--- src/rtl/s2p_rx_controller.sv ---
// Serial-to-parallel receiver: start bit, LSB-first data, optional parity, stop.
// Optional parity stage is built when S2P_PARITY_EN is defined.
module s2p_rx_controller #(
    parameter int DATA_BITS  = 8,
    parameter int IDLE_CHECK = 1
) (
    input  logic                 clk,
    input  logic                 rst,
    input  logic                 en,
    input  logic                 a,
    input  logic                 ack,
    output logic [DATA_BITS-1:0] out_p,
    output logic                 ready,
    output logic                 busy,
    output logic                 frame_err,
    output logic                 overrun,
    output logic                 parity_err
);

    typedef enum logic [1:0] {
        IDLE     = 2'd0,
        TRANSMIT = 2'd1,
`ifdef S2P_PARITY_EN
        PARITY   = 2'd2,
`endif
        STOP     = 2'd3
    } state_e;

    state_e               state_q, state_d;
    logic [2:0]           cnt_q, cnt_d;
    logic [DATA_BITS-1:0] shift_q, shift_d;
    logic [DATA_BITS-1:0] out_q, out_d;
    logic                 rdy_q, rdy_d;
    logic                 fe_q, fe_d;
    logic                 ov_q, ov_d;
    logic                 prev_a_q;
    logic                 frame_ok;
    logic                 start_ok;
    logic                 last_bit;
`ifdef S2P_PARITY_EN
    logic                 pe_q, pe_d;
`endif

    assign start_ok = (IDLE_CHECK == 0) || prev_a_q;
    assign last_bit = (cnt_q == 3'(DATA_BITS - 1));

    // Frame sequencing: start detect, data capture, parity and stop sampling
    always_comb begin
        state_d  = state_q;
        cnt_d    = cnt_q;
        shift_d  = shift_q;
        frame_ok = 1'b0;
        fe_d     = 1'b0;
`ifdef S2P_PARITY_EN
        pe_d     = 1'b0;
`endif
        case (state_q)
            IDLE: begin
                if (en && !a && start_ok) begin
                    state_d = TRANSMIT;
                    cnt_d   = 3'd0;
                end
            end
            TRANSMIT: begin
                if (!en) begin
                    state_d = IDLE;
                end else begin
                    for (int i = 0; i < DATA_BITS; i++) begin
                        if (cnt_q == 3'(i)) shift_d[i] = a;
                    end
                    if (last_bit) begin
                        cnt_d   = 3'd0;
`ifdef S2P_PARITY_EN
                        state_d = PARITY;
`else
                        state_d = STOP;
`endif
                    end else begin
                        cnt_d = cnt_q + 3'd1;
                    end
                end
            end
`ifdef S2P_PARITY_EN
            PARITY: begin
                if (!en) begin
                    state_d = IDLE;
                end else if (^{shift_q, a}) begin
                    pe_d    = 1'b1;
                    state_d = IDLE;
                end else begin
                    state_d = STOP;
                end
            end
`endif
            STOP: begin
                state_d = IDLE;
                if (en) begin
                    if (a) frame_ok = 1'b1;
                    else   fe_d     = 1'b1;
                end
            end
            default: state_d = IDLE;
        endcase
    end

    // Output word hand-off: deliver, hold for ack, or flag overrun
    always_comb begin
        out_d = out_q;
        rdy_d = rdy_q;
        ov_d  = 1'b0;
        if (frame_ok) begin
            if (!rdy_q || ack) begin
                out_d = shift_q;
                rdy_d = 1'b1;
            end else begin
                ov_d = 1'b1;
            end
        end else if (ack) begin
            rdy_d = 1'b0;
        end
    end

    // State registers with synchronous reset
    always_ff @(posedge clk) begin
        if (rst) begin
            state_q  <= IDLE;
            cnt_q    <= 3'd0;
            shift_q  <= '0;
            out_q    <= '0;
            rdy_q    <= 1'b0;
            fe_q     <= 1'b0;
            ov_q     <= 1'b0;
            prev_a_q <= 1'b1;
`ifdef S2P_PARITY_EN
            pe_q     <= 1'b0;
`endif
        end else begin
            state_q  <= state_d;
            cnt_q    <= cnt_d;
            shift_q  <= shift_d;
            out_q    <= out_d;
            rdy_q    <= rdy_d;
            fe_q     <= fe_d;
            ov_q     <= ov_d;
            prev_a_q <= a;
`ifdef S2P_PARITY_EN
            pe_q     <= pe_d;
`endif
        end
    end

    assign out_p     = out_q;
    assign ready     = rdy_q;
    assign busy      = (state_q != IDLE);
    assign frame_err = fe_q;
    assign overrun   = ov_q;
`ifdef S2P_PARITY_EN
    assign parity_err = pe_q;
`else
    assign parity_err = 1'b0;
`endif

endmodule

--- config.mk ---
export PLATFORM = sky130hd
export DESIGN_NAME = s2p_rx_controller
export DESIGN_NICKNAME = d
export VERILOG_FILES = /design/src/rtl/s2p_rx_controller.sv
export SDC_FILE = /design/constraint.sdc
export NUM_CORES = 1
export LEC_CHECK = 0
export BUFFER_PORTS_ARGS = -buffer_cell sky130_fd_sc_hd__buf_2
export CELL_PAD_IN_SITES_DETAIL_PLACEMENT = 1
export CELL_PAD_IN_SITES_GLOBAL_PLACEMENT = 2
export CORE_AREA = 2 2 59 61
export CTS_BUF_LIST = sky130_fd_sc_hd__clkbuf_2
export DETAILED_ROUTE_END_ITERATION = 12
export DIE_AREA = 0 0 61 63
export PLACE_DENSITY_LB_ADDON = 0.25
export SETUP_SLACK_MARGIN = 0.3
export SLEW_MARGIN = 20
export SYNTH_ARGS = -nofsm -noshare
export SYNTH_HDL_FRONTEND = slang
export SYNTH_SLANG_ARGS = --single-unit
--- constraint.sdc ---
create_clock -name clk -period 1.6 [get_ports clk]
set_input_delay 0.32 -clock clk [delete_from_list [all_inputs] [get_ports clk]]
set_output_delay 0.32 -clock clk [all_outputs]
set_load 0.005 [all_outputs]
======== After elaboration in Yosys (flattened, before gate mapping) ========
Cells that the tools add are included.
operators by class
  add/sub/neg operators ................... 1
  eq/ne operators ......................... 13
  muxes and demuxes ....................... 16
  bitwise gates (word level) .............. 3
  reductions and logical operators ........ 24
operators with widths
  operator                                               number
  AND reduction 3 bit                                    9
  equality test 3 bit, second input constant             4
  2-to-1 mux 3 bit                                       3
  2-to-1 mux 1 bit                                       8
  equality test 3 x 2 -> 1 bit, second input constant    2
  2-to-1 mux 2 bit                                       3
  one-hot mux 3 bit (2 select lines)                     1
  AND reduction 2 bit                                    3
  nonzero test 2 bit                                     3
  inequality test 2 bit, second input constant           2
  one-hot mux 2 bit (2 select lines)                     1
  adder 3 x 1 -> 3 bit, second input constant            1
  equality test 3 x 1 -> 1 bit, second input constant    1
  zero test 3 bit                                        1
  inequality test 3 bit, second input constant           1
  NOT 1 bit                                              3
  OR reduction 3 bit                                     1
  equality test 2 x 1 -> 1 bit, second input constant    1
  equality test 2 bit, second input constant             1
  logical AND 1 bit                                      2
  zero test 1 bit                                        2
  zero test 2 bit                                        1
  inequality test 2 x 1 -> 1 bit, second input constant  1
  OR reduction 2 bit                                     1
  logical OR 1 bit                                       1
storage, ports and cells
  flip-flop bits (word level) ............. 25
  bits of input ports ..................... 5
  output and inout bits ................... 13
  logic and storage cells ................. 72

======== Logic depth before layout (Yosys ltp) ========
  word-level depth ........................ 5
  mapped depth ............................ 4

======== Least setup slack after synthesis ========
OpenSTA, ideal clock, no wires.
  path type ............................... flip-flop to flip-flop
  start point ............................. register cnt_q[0]
  end point ............................... register cnt_q[2]
  data arrival time ....................... 1.010 ns
  required time ........................... 1.483 ns
  path slack .............................. 0.473 ns
  stages on the path, launching flop included .. 5
  path buffers ............................ 0
  clock period less this slack ............ 1.127 ns
  cell sequence ........................... dfxtp_1 > ha_1 > ha_1 > inv_1 > a22o_1
between the ends
  word-level cells in the longest chain between the ends .. 4
ends and longest elaborated chain
  element                                                      RTL line  source
  start, declared                                              30        logic [2:0] cnt_q, cnt_d;
  start signal, assigned                                       139       cnt_q <= cnt_d;
  adder 3 x 1 -> 3 bit or equality test 3 bit (tied branches)  79, 45
  2-to-1 mux 3 bit (*)                                         71        if (last_bit) begin
  2-to-1 mux 3 bit (*)                                         65        if (!en) begin
  one-hot mux 3 bit (2 select lines) (*)                       57        case (state_q)
Mark *: on every way between the ends. The rest lies on a longest branch, timed or not. The select of a mux whose other input is x is not followed.
A chain may end at the register's enable or synchronous reset.

======== Worst setup path in the final report ========
  start point ............................. register state_q[0]
  end point ............................... output busy
between the ends
  word-level cells in the longest chain between the ends .. 1
ends and longest elaborated chain
  element                 RTL line  source
  start, declared         29        state_e state_q, state_d;
  start signal, assigned  138       state_q <= state_d;
  nonzero test 2 bit      154       assign busy = (state_q != IDLE);
  end, declared           14        output logic busy,
Every way passes these cells.

==> impl_metrics.yaml <==
run_status:
  run_status: "completed"
setup_path:
  worst-setup-path-type: "reg -> out"
  worstPathArrival_ns: 1.06
  timing.critical_path.from_type: "flip-flop"
  crit_path_max_fanout: 2
  timing.critical_path.required_ns: 1.28
  critPathBufInv: 1
  critical-path-top-delay-family: "flip-flops"
  timing.critical_path.cells: "or2_4 -> buf_6"
  longest_individual_stage_delay_on_the_worst_path_ns: 0.40
  cpMaxStageDelayCell: "sky130_fd_sc_hd__dfxtp_4"
  critPathCaptureType: "primary output"
timing:
  setup_repair_after_global_routing_missed_its_margin: "true"
  setup_ws_ns: 0.215
  setup_viol: 0
  pins_over_slew_limit: 0
  setup_total_negative_slack_ns: 0
  maxClockFrequency_mhz: 722
  final-hold-violation-count: 0
  period_needed_ns: 1.38
  min_period_over_period_pct: 86.6
  timing.clock.skew_ns: 0.0181
synth:
  ys_top_cells_by_area: "sky130_fd_sc_hd__dfxtp_1, sky130_fd_sc_hd__mux2i_1, sky130_fd_sc_hd__nand2b_1, sky130_fd_sc_hd__ha_1, sky130_fd_sc_hd__a22o_1"
  yosys_most_used_dff: "sky130_fd_sc_hd__dfxtp_1"
  synth.distinct_cells: 25
  synthesis.instances: 107
  synth.most_common_cell: "sky130_fd_sc_hd__dfxtp_1"
  synthesis.area_per_instance_um2: 10.2
  synth.net_count: 118
  synthArstFlopShare_pct: 0
  synthesis.yosys.warnings: 0
  synth.cells.most_frequent: "sky130_fd_sc_hd__dfxtp_1, sky130_fd_sc_hd__nand2b_1, sky130_fd_sc_hd__mux2i_1"
  total_standard_cell_area_after_synthesis_mm2: 0.00109
  postSynthRegisterBits: 25
  top_area_cell_type_share_of_the_netlist_area_pct: 45.7
  synth.yosys.seq_area_share_pct: 45.7
  synth_enable_flop_cells: 0
  netlist.top_cell.by_area: "sky130_fd_sc_hd__dfxtp_1"
die:
  floorplan.die.height_um: 63
  initial_core_util_pct: 33.9
  io_pins: 18
  core_area_mm2: 0.00323
  die_area_mm2: 0.00384
  die_width_um: 61
  rows: 21
finish:
  syn2layout_area_growth_pct: 15.5
  design_area_mm2: 0.00126
  post_route_cells_drive_above_1_share_pct: 25.8
  area.sequential_um2: 505
  antenna_cells_inserted: 0
  multi_input_comb_area_um2: 558
  final_net_count: 136
  n_fill_cell: 384
clocking:
  tritoncts.num_buffers: 3
  worst_path_clk_slew_ns: 0.24
  ctsLongestPathBuffers: 2
  worst_skew_pair.late_latency_ns: 0.33
  clock_sinks: 25
  tritoncts: "done"
  clock_tree_root_buffer_cell: "sky130_fd_sc_hd__clkbuf_2"
  cts.htree.levels: 1
  cts_hold_repair.buffers: 0
route:
  first_pass_iters: 3
  routed_wl_mm: 1.86
  antenna_left: 0
  route.vias.total: 744
  post_drt_wl_per_cell_um: 10.9
  initialDrtViolationCount: 9
  vias_per_cell: 4.38
  drc_errors: 0
place:
  detailedPlace.worstSlack_ns: 0.251
  io_buffers: 16
  place.detailed.hpwl_mm: 1.42
  gp_congestion: 0.710
  dpl_cell_area_mm2: 0.00120
global_routing:
  antenna_found_initial: 0
  grt_max_degree: 25
  grt_use_total_pct: 11.3
  grt.busiest_layer: "met2"
  via_count_of_the_first_global_routing_pass: 780
  overall_overflow_remaining_after_global_route: 0
  grt_use_met3_pct: 2.48
  gr-usage-met1_pct: 13.9
  groute.layer.met2.usage_pct: 18.4
  first_pass_grt_wire_length_mm: 3.28
power:
  cellLeakagePower_nw: 0.594
  ir_drop_uv: 195
  powerDensity_mw_per_mm2: 735
min_path:
  hold_path_class: "in -> reg"
job:
  max_cap_viol_count: 0
## placed cells by master, fill, tap and decap left out
master,synthesis,layout
sky130_fd_sc_hd__dfxtp_1,25,23
sky130_fd_sc_hd__nand2b_1,19,18
sky130_fd_sc_hd__mux2i_1,16,16
sky130_fd_sc_hd__buf_2,0,15
sky130_fd_sc_hd__ha_1,6,6
sky130_fd_sc_hd__nand2_1,5,5
sky130_fd_sc_hd__inv_1,4,4
sky130_fd_sc_hd__nand3_1,4,4
sky130_fd_sc_hd__clkbuf_2,0,4
sky130_fd_sc_hd__nor2_1,3,3
sky130_fd_sc_hd__a22o_1,3,3
sky130_fd_sc_hd__buf_4,2,3
sky130_fd_sc_hd__nor2b_1,2,2
sky130_fd_sc_hd__or2_2,3,2
sky130_fd_sc_hd__or2_4,0,1
sky130_fd_sc_hd__and3b_1,1,1
sky130_fd_sc_hd__nand4_1,1,1
sky130_fd_sc_hd__a21oi_1,1,1
sky130_fd_sc_hd__nor3_1,1,1
sky130_fd_sc_hd__nand2b_4,0,1
sky130_fd_sc_hd__nor2b_4,1,1
sky130_fd_sc_hd__and2b_1,1,1
sky130_fd_sc_hd__o22ai_2,0,1
sky130_fd_sc_hd__o21ai_0,1,1
sky130_fd_sc_hd__and2_1,1,1
sky130_fd_sc_hd__and4bb_2,1,1
sky130_fd_sc_hd__conb_1,1,1
sky130_fd_sc_hd__buf_6,1,1
sky130_fd_sc_hd__dfxtp_4,0,1
sky130_fd_sc_hd__dfxtp_2,0,1
## report_power, final
group / total [W] / internal [W] / switching, W
clock network: 0.000246 / 0.0000661 / 0.000180
logic: 0.0000529 / 0.0000261 / 0.0000269
registers: 0.000630 / 0.000628 / 0.00000277
total: 0.000930 / 0.000720 / 0.000210
## worst register-to-register path, stage by stage (launching register included)
cell and delay [ns]:
sky130_fd_sc_hd__dfxtp_4 0.40, sky130_fd_sc_hd__buf_4 0.12, sky130_fd_sc_hd__nand4_1 0.17, sky130_fd_sc_hd__nor2b_1 0.16, sky130_fd_sc_hd__buf_4 0.16, sky130_fd_sc_hd__mux2i_1 0.17
## layout make-up
cell class | instances | share of cell area [%]
Clock buffer | 4 | 1.58
Inverter | 4 | 1.19
Tap cell | 46 | 4.55
Timing Repair Buffer | 19 | 8.61
Sequential cell | 25 | 40.0
Multi-Input combinational cell | 72 | 44.1
## state kept, by name, indices dropped and copies added (netlist names)
name / flops
out_p: 8
shift_q: 8
cnt_q: 3
frame_err: 1
prev_a_q: 1
state_q: 2
ready: 1
overrun: 1
## layer usage
layer	share of wire [%]	up-vias
li1	-	386
met1	49	348
met2	47	8
met3	2.6	2
met4	1.2	0
met5	0	-
## worst paths after layout
path,from,endpoint,slack (ns),cells after the start
max reg2reg,state_q[0],out_p[0],0.35,5
min,en,frame_err,0.22,3
min reg2reg,out_p[2],out_p[2],0.48,2
max,state_q[0],busy,0.22,2
## metrics by stage
stage               hold slack (ns)  instances  util (%)  power, W
finish                        0.218        170      39.1  0.000930
global route                  0.182        170      39.1  0.000987
CTS                           0.203        170      38.7  0.000945
detailed placement            0.465        164      37.2  0.000691
global placement              0.455        164      37.2  0.000690
floorplan                     0.440        107         -  0.000679
## timing repair
item	in CTS	in global routing
pin swaps	0	1
buffers inserted	2	0
endpoints found under the setup margin	1	12
gates resized for setup	5	3
## kinds of logic (layout without fill, tap and decap cells)
kind of cell | after synthesis | after routing | synth area share, %
AND/OR/NAND/NOR | 43 | 43 | 23.8
flip-flops | 25 | 25 | 45.7
multiplexers | 16 | 16 | 14.6
buffers and inverters | 10 | 27 | 4.80
adder cells (fa/ha/maj) | 6 | 6 | 6.86
AO/OA/AOI/OAI | 6 | 6 | 3.89
other | 1 | 1 | 0.343
(Power assumes the default switching activity.)
